## config.mk

```make
export PLATFORM = sky130hd
export DESIGN_NAME = tl_dmi_responder
export DESIGN_NICKNAME = d
export VERILOG_FILES = /design/src/rtl/tl_dmi_responder_pkg.sv /design/src/rtl/tl_dmi_regbank.sv /design/src/rtl/tl_dmi_responder.sv
export SDC_FILE = /design/constraint.sdc
export NUM_CORES = 1
export LEC_CHECK = 0
export CORE_MARGIN = 3
export CORE_UTILIZATION = 35
export CTS_BUF_LIST = sky130_fd_sc_hd__clkbuf_4 sky130_fd_sc_hd__clkbuf_8
export DETAILED_ROUTE_END_ITERATION = 6
export PLACE_DENSITY_LB_ADDON = 0.3
export SYNTH_ARGS = -nofsm -noshare
export SYNTH_HDL_FRONTEND = slang
export SYNTH_SLANG_ARGS = --single-unit
export TNS_END_PERCENT = 50
```

## constraint.sdc

```tcl
create_clock -name clock -period 1.9 [get_ports clock]
set_input_delay 0.19 -clock clock [delete_from_list [all_inputs] [get_ports clock]]
set_output_delay 0.19 -clock clock [all_outputs]
set_load 0.05 [all_outputs]
```

## src/rtl/tl_dmi_responder_pkg.sv

```systemverilog
// Shared constants, FSM state type and byte-merge helper for the TileLink-UL DMI responder.
package tl_dmi_responder_pkg;

  localparam int unsigned ADDR_W     = 9;
  localparam int unsigned WADDR_W    = 7;
  localparam int unsigned DATA_W     = 32;
  localparam int unsigned MASK_W     = 4;
  localparam int unsigned CNT_W      = 16;
  localparam int unsigned DATA_WORDS = 16;
  localparam int unsigned IDX_W      = 4;

  localparam logic [2:0] PUT_FULL    = 3'd0;
  localparam logic [2:0] PUT_PARTIAL = 3'd1;
  localparam logic [2:0] GET         = 3'd4;
  localparam logic [2:0] ACK         = 3'd0;
  localparam logic [2:0] ACK_DATA    = 3'd1;
  localparam logic [2:0] LEGAL_SIZE  = 3'd2;

  localparam logic [ADDR_W-1:0] CTRL_ADDR = 9'h040;

  typedef enum logic {
    ST_IDLE = 1'b0,
    ST_RESP = 1'b1
  } state_e;

  // Replace the byte lanes of cur selected by mask with the matching lanes of wdata.
  function automatic logic [DATA_W-1:0] merge_bytes(input logic [DATA_W-1:0] cur,
                                                    input logic [DATA_W-1:0] wdata,
                                                    input logic [MASK_W-1:0] mask);
    logic [DATA_W-1:0] res;
    res = cur;
    for (int b = 0; b < int'(MASK_W); b++) begin
      if (mask[b]) res[8*b +: 8] = wdata[8*b +: 8];
    end
    return res;
  endfunction

endpackage

```

## src/rtl/tl_dmi_regbank.sv

```systemverilog
// DATA[0..15], CTRL and PUTCNT storage: masked write at the clock edge, combinational read.
module tl_dmi_regbank
  import tl_dmi_responder_pkg::*;
(
  input  logic               clock,
  input  logic               reset_n,
  input  logic [WADDR_W-1:0] waddr,
  input  logic               wr_en,
  input  logic [MASK_W-1:0]  wr_mask,
  input  logic [DATA_W-1:0]  wr_data,
  output logic               hit,
  output logic [DATA_W-1:0]  rd_data
);

  logic [DATA_W-1:0] data_q [DATA_WORDS];
  logic [CNT_W-1:0]  ctrl_q;
  logic [CNT_W-1:0]  putcnt_q;
  logic              is_data;
  logic              is_ctrl;
  logic [IDX_W-1:0]  idx;

  assign idx     = waddr[IDX_W-1:0];
  assign is_data = (waddr[WADDR_W-1:IDX_W] == '0);
  assign is_ctrl = (waddr == CTRL_ADDR[ADDR_W-1:2]);
  assign hit     = is_data || is_ctrl;
  assign rd_data = is_ctrl ? {putcnt_q, ctrl_q} : (is_data ? data_q[idx] : '0);

  // CTRL only has its low half writable, so upper mask lanes are dropped there.
  always_ff @(posedge clock or negedge reset_n) begin
    if (!reset_n) begin
      for (int i = 0; i < int'(DATA_WORDS); i++) data_q[i] <= '0;
      ctrl_q   <= '0;
      putcnt_q <= '0;
    end else if (wr_en && hit) begin
      putcnt_q <= putcnt_q + CNT_W'(1);
      if (is_ctrl) begin
        ctrl_q <= CNT_W'(merge_bytes({CNT_W'(0), ctrl_q}, wr_data, {2'b00, wr_mask[1:0]}));
      end else begin
        data_q[idx] <= merge_bytes(data_q[idx], wr_data, wr_mask);
      end
    end
  end

endmodule

```

## src/rtl/tl_dmi_responder.sv

```systemverilog
// TileLink-UL slave for a small DMI register window: one outstanding response, full-throughput pipelining.
module tl_dmi_responder
  import tl_dmi_responder_pkg::*;
#(
  parameter int unsigned SRC_W = 2
) (
  input  logic              clock,
  input  logic              reset_n,
  input  logic              a_valid,
  output logic              a_ready,
  input  logic [2:0]        a_opcode,
  input  logic [2:0]        a_size,
  input  logic [SRC_W-1:0]  a_source,
  input  logic [ADDR_W-1:0] a_address,
  input  logic [MASK_W-1:0] a_mask,
  input  logic [DATA_W-1:0] a_data,
  output logic              d_valid,
  input  logic              d_ready,
  output logic [2:0]        d_opcode,
  output logic [2:0]        d_size,
  output logic [SRC_W-1:0]  d_source,
  output logic              d_denied,
  output logic [DATA_W-1:0] d_data
);

  state_e            state;
  logic              a_fire;
  logic              d_fire;
  logic              is_get;
  logic              is_put;
  logic              hit;
  logic              legal;
  logic              wr_en;
  logic [DATA_W-1:0] rd_data;
  logic              unused_addr_lsb;

  assign unused_addr_lsb = ^a_address[1:0];

  // A new request may replace the held response in the same cycle it is consumed.
  assign a_ready = (state == ST_IDLE) || d_ready;
  assign d_valid = (state == ST_RESP);
  assign a_fire  = a_valid && a_ready;
  assign d_fire  = d_valid && d_ready;

  assign is_get = (a_opcode == GET);
  assign is_put = (a_opcode == PUT_FULL) || (a_opcode == PUT_PARTIAL);
  assign legal  = (is_get || is_put) && (a_size == LEGAL_SIZE) && hit;
  assign wr_en  = a_fire && legal && is_put;

  tl_dmi_regbank u_regbank (
    .clock   (clock),
    .reset_n (reset_n),
    .waddr   (a_address[ADDR_W-1:2]),
    .wr_en   (wr_en),
    .wr_mask (a_mask),
    .wr_data (a_data),
    .hit     (hit),
    .rd_data (rd_data)
  );

  // FSM and D-channel response registers.
  always_ff @(posedge clock or negedge reset_n) begin
    if (!reset_n) begin
      state    <= ST_IDLE;
      d_opcode <= ACK;
      d_size   <= '0;
      d_source <= '0;
      d_denied <= 1'b0;
      d_data   <= '0;
    end else if (a_fire) begin
      state    <= ST_RESP;
      d_opcode <= is_get ? ACK_DATA : ACK;
      d_size   <= a_size;
      d_source <= a_source;
      d_denied <= !legal;
      d_data   <= (legal && is_get) ? rd_data : '0;
    end else if (d_fire) begin
      state <= ST_IDLE;
    end
  end

endmodule

```

==> reports/qor.log <==
INFO  final_layout   share_of_post_route_cells_with_drive_strength_above_1=0.457
INFO  clock_network  worst_setup_hold_path_clk_slew=0.06ns
INFO  timing         post-route-min-period=2.00ns
INFO  setup_path     timing.critical_path.to_type=register
INFO  outcome        failed_checks=setup timing
INFO  placed_design  place.detailed.instances=3160
INFO  final_layout   filler_cell_count=6755
INFO  floorplanning  core_area=76300µm²
INFO  synth          synth.yosys.warnings=0
INFO  drt            drt.antenna.violating_nets=0
INFO  pwr            peakVddDrop=578µV
INFO  synth          synth_enable_flop_cells=0
INFO  drt            number_of_vias_per_cell_after_detailed_routing=5.39
INFO  global_routing first_global_vias=19242
INFO  timing         setup-violations-final=472
INFO  timing         finalMaxSlewViolations=0
INFO  global_routing globalRouteOverflowTotal=0
INFO  timing         maximum_frequency_from_static_timing_analysis=501MHz
INFO  floorplanning  die_width=284µm
INFO  final_layout   design.final.nets=2322
INFO  clock_network  number_of_levels_the_h_tree_was_split_into=3
INFO  synth          synth_flop_cell=sky130_fd_sc_hd__dfrtp_1
INFO  pwr            design_power_total=26.8mW
INFO  clock_network  tritoncts.num_buffers=99
INFO  clock_network  cts_num_sinks=584
INFO  final_layout   final_cells=3367
INFO  synth          ys_types=43
INFO  worst_hold_path holdCritPathClass=in -> async
INFO  setup_path     critical_path_data_required_time=2.43ns
INFO  setup_path     start_kind=input port
INFO  synth          netlist_instances=1931
INFO  final_layout   seqCellArea=14600µm²
INFO  drt            detail_route.iter0.violations=1260
INFO  synth          mappedNetlistArea=27100µm²
INFO  setup_path     worstPathMaxFanout=32
INFO  synth          yosysSeqAreaShare=0.539
INFO  pwr            cellPowerDensity=771nW/µm²
INFO  clock_network  cts.path.max_buffers=3
INFO  drt            totalWireLength=81.9mm
INFO  placed_design  io_buffers=95
INFO  synth          synth_seq_cells=584
INFO  drt            remaining_design_rule_violation_count=0
INFO  timing         worst-slew-pin-transition=1.00ns
INFO  floorplanning  floorplan.initialDensity=0.355
INFO  floorplanning  die_area=80800µm²
INFO  run            cap_viol_max_count=0
INFO  global_routing grt_usage=0.193
INFO  clock_network  ctsRootBufferMaster=sky130_fd_sc_hd__clkbuf_8
INFO  timing         rsz0062_at_grt=true
INFO  placed_design  placed_wire_length_estimate=51.8mm
INFO  floorplanning  placementRows=101
INFO  timing         final.period_utilization=1.05
INFO  final_layout   area_growth_syn_to_layout=28.3%
INFO  synth          synthArstFlopShare=1.00
INFO  timing         finalHoldViolCount=0
INFO  setup_path     crit_type=in -> reg
INFO  timing         fin_skew=0.0396ns
INFO  placed_design  gpl.final_weighted_congestion=0.810
INFO  pwr            power.leakage=17.1nW
INFO  setup_path     cp_data_arrival_time=2.53ns
INFO  drt            routed-via-count=18159
INFO  clock_network  tritoncts=built
INFO  global_routing pin_count_of_the_biggest_net_entering_global_routing=87
INFO  drt            detail_route.wl_per_cell=24.3µm
INFO  floorplanning  dieHeight=284µm
INFO  timing         final_critical_path_setup_slack=-0.0950ns
INFO  global_routing grt_antenna_before_repair=2
INFO  floorplanning  ioPinCount=100
INFO  clock_network  insertion_delay=0.69ns
INFO  drt            firstDrtPassIters=5
INFO  outcome        outcome=finished, violations left
INFO  final_layout   multiInputGateArea=12600µm²
INFO  synth          mapped_avg_cell_area=14.0µm²
INFO  global_routing first_pass_grt_wire_length=120mm
INFO  timing         slew_headroom=0.328
synthesized netlist by cell type, types with 7 or more instances:
| cell type | number | area (µm²) |
|---|---|---|
| sky130_fd_sc_hd__a22oi_1 | 129 | 968 |
| sky130_fd_sc_hd__mux2i_1 | 256 | 2560 |
| sky130_fd_sc_hd__a21oi_1 | 31 | 155 |
| sky130_fd_sc_hd__buf_6 | 24 | 270 |
| sky130_fd_sc_hd__dfrtp_1 | 584 | 14600 |
| sky130_fd_sc_hd__buf_2 | 57 | 285 |
| sky130_fd_sc_hd__nand3_1 | 77 | 385 |
| sky130_fd_sc_hd__mux2_1 | 7 | 78.8 |
| sky130_fd_sc_hd__a32o_1 | 32 | 320 |
| sky130_fd_sc_hd__a31o_2 | 32 | 280 |
| sky130_fd_sc_hd__nor2_1 | 11 | 41.3 |
| sky130_fd_sc_hd__clkbuf_1 | 27 | 101 |
| sky130_fd_sc_hd__xnor2_1 | 12 | 105 |
| sky130_fd_sc_hd__nand2_1 | 10 | 37.5 |
| sky130_fd_sc_hd__a221o_1 | 31 | 310 |
| sky130_fd_sc_hd__buf_4 | 19 | 143 |
| sky130_fd_sc_hd__mux2_2 | 528 | 5950 |
what timing repair did:
item                       CTS  global route
resized for setup           81            83
pin swaps                    3             6
hold endpoints to repair   584             0
setup endpoints to repair  532           549
setup buffers                8             8
gates cloned                 5            13
hold buffers                 2             0
power breakdown:
part | internal, mW | switching, mW | leakage [nW]
sequential | 12.5 | 0.0171 | 8.14
clock | 6.84 | 5.10 | 1.12
combinational | 0.898 | 1.50 | 7.84
worst max-delay path, cell delays in order:
cell and delay [ns]:
sky130_fd_sc_hd__clkdlybuf4s50_1 0.46, sky130_fd_sc_hd__buf_4 0.17, sky130_fd_sc_hd__a2111oi_4 0.31, sky130_fd_sc_hd__nand4_1 0.20, sky130_fd_sc_hd__buf_4 0.20, sky130_fd_sc_hd__buf_6 0.11
sky130_fd_sc_hd__nor2_4 0.09, sky130_fd_sc_hd__buf_12 0.15, sky130_fd_sc_hd__nand3_2 0.10, sky130_fd_sc_hd__buf_12 0.21, sky130_fd_sc_hd__mux2_2 0.31
path summary, 6_finish.rpt:
check | startpoint | end | slack (ns) | cells after the start
min reg2reg | d_opcode[0] | d_opcode[0] | 0.49 | 2
min | reset_n | u_regbank.data_q[79] | 0.14 | 3
max in group asynchronous | reset_n | u_regbank.data_q[437] | 1.21 | 4
min in group clock | a_source[1] | d_source[1] | 0.16 | 2
max reg2reg | d_valid | u_regbank.data_q[199] | -0.08 | 9
max | a_opcode[2] | u_regbank.data_q[199] | -0.1 | 11
final cells by class:
type / count / share of cell area
Antenna cell: 2 / 0.000144
Clock buffer: 157 / 0.0569
Clock inverter: 15 / 0.00410
Inverter: 3 / 0.000324
Multi-Input combinational cell: 1212 / 0.362
Sequential cell: 584 / 0.420
Tap cell: 1030 / 0.0371
Timing Repair Buffer: 364 / 0.120
placed cells by master (no fill, tap or decap), types with 4 or more instances in the layout:
| cell | n |
|---|---|
| sky130_fd_sc_hd__a31o_2 | 32 |
| sky130_fd_sc_hd__nand3_2 | 6 |
| sky130_fd_sc_hd__nand4_1 | 6 |
| sky130_fd_sc_hd__a21oi_1 | 18 |
| sky130_fd_sc_hd__clkinv_2 | 8 |
| sky130_fd_sc_hd__nand2_1 | 7 |
| sky130_fd_sc_hd__a32o_1 | 32 |
| sky130_fd_sc_hd__nor3_4 | 7 |
| sky130_fd_sc_hd__xnor2_1 | 11 |
| sky130_fd_sc_hd__clkdlybuf4s50_1 | 51 |
| sky130_fd_sc_hd__mux2i_1 | 256 |
| sky130_fd_sc_hd__buf_8 | 5 |
| sky130_fd_sc_hd__buf_4 | 177 |
| sky130_fd_sc_hd__and4_1 | 4 |
| sky130_fd_sc_hd__clkbuf_16 | 11 |
| sky130_fd_sc_hd__mux2_4 | 179 |
| sky130_fd_sc_hd__buf_12 | 70 |
| sky130_fd_sc_hd__nand3_1 | 68 |
| sky130_fd_sc_hd__clkbuf_8 | 128 |
| sky130_fd_sc_hd__mux2_2 | 356 |
| sky130_fd_sc_hd__a21oi_2 | 11 |
| sky130_fd_sc_hd__and3_1 | 6 |
| sky130_fd_sc_hd__clkbuf_4 | 29 |
| sky130_fd_sc_hd__buf_6 | 9 |
| sky130_fd_sc_hd__nor2_1 | 10 |
| sky130_fd_sc_hd__buf_16 | 6 |
| sky130_fd_sc_hd__a221o_1 | 31 |
| sky130_fd_sc_hd__a22oi_1 | 129 |
| sky130_fd_sc_hd__dfrtp_1 | 583 |
| sky130_fd_sc_hd__dlygate4sd2_1 | 33 |
logic make-up after synthesis:
group,count (synthesis),synth area share
other,1,0.000138
adders and majority gates,1,0.000462
buffers and inverters,136,0.0307
muxes,791,0.317
xor gates and xnor gates,15,0.00485
and+or+nand+nor,143,0.0309
DFF,584,0.539
AOI/OAI and AO/OA,260,0.0770
metrics by stage:
step / util / hold slack, ns / setup TNS [ns] / instance area, µm² / setup slack, ns
6_report: 0.456 / 0.140 / -16.78 / 34800 / -0.0950
5_1_grt: 0.456 / 0.129 / -34.30 / 34800 / -0.131
4_1_cts: 0.447 / 0.0929 / -7.90 / 34100 / -0.0882
3_5_place_dp: 0.414 / 0.101 / -404.50 / 31600 / -0.797
3_3_place_gp: 0.414 / 0.0972 / -390.59 / 31600 / -0.793
2_1_floorplan: - / -0.106 / -81.63 / 27600 / -0.254
registers in the layout, summed over array words and instances, names as in the netlist:
name                flops
d_opcode                1
d_source                2
d_denied                1
u_regbank.ctrl_q       16
u_regbank.putcnt_q     16
d_valid                 1
d_data                 32
d_size                  3
u_regbank.data_q      512
routing by layer:
| layer | share of wire | up-vias | track usage |
|---|---|---|---|
| met5 | 0 | - | 0 |
| met4 | 0.025 | 0 | 0.0620 |
| met3 | 0.054 | 130 | 0.0319 |
| met2 | 0.46 | 461 | 0.305 |
| met1 | 0.46 | 9581 | 0.271 |
| li1 | - | 7987 | - |
Power figures use the tool's default switching activity.
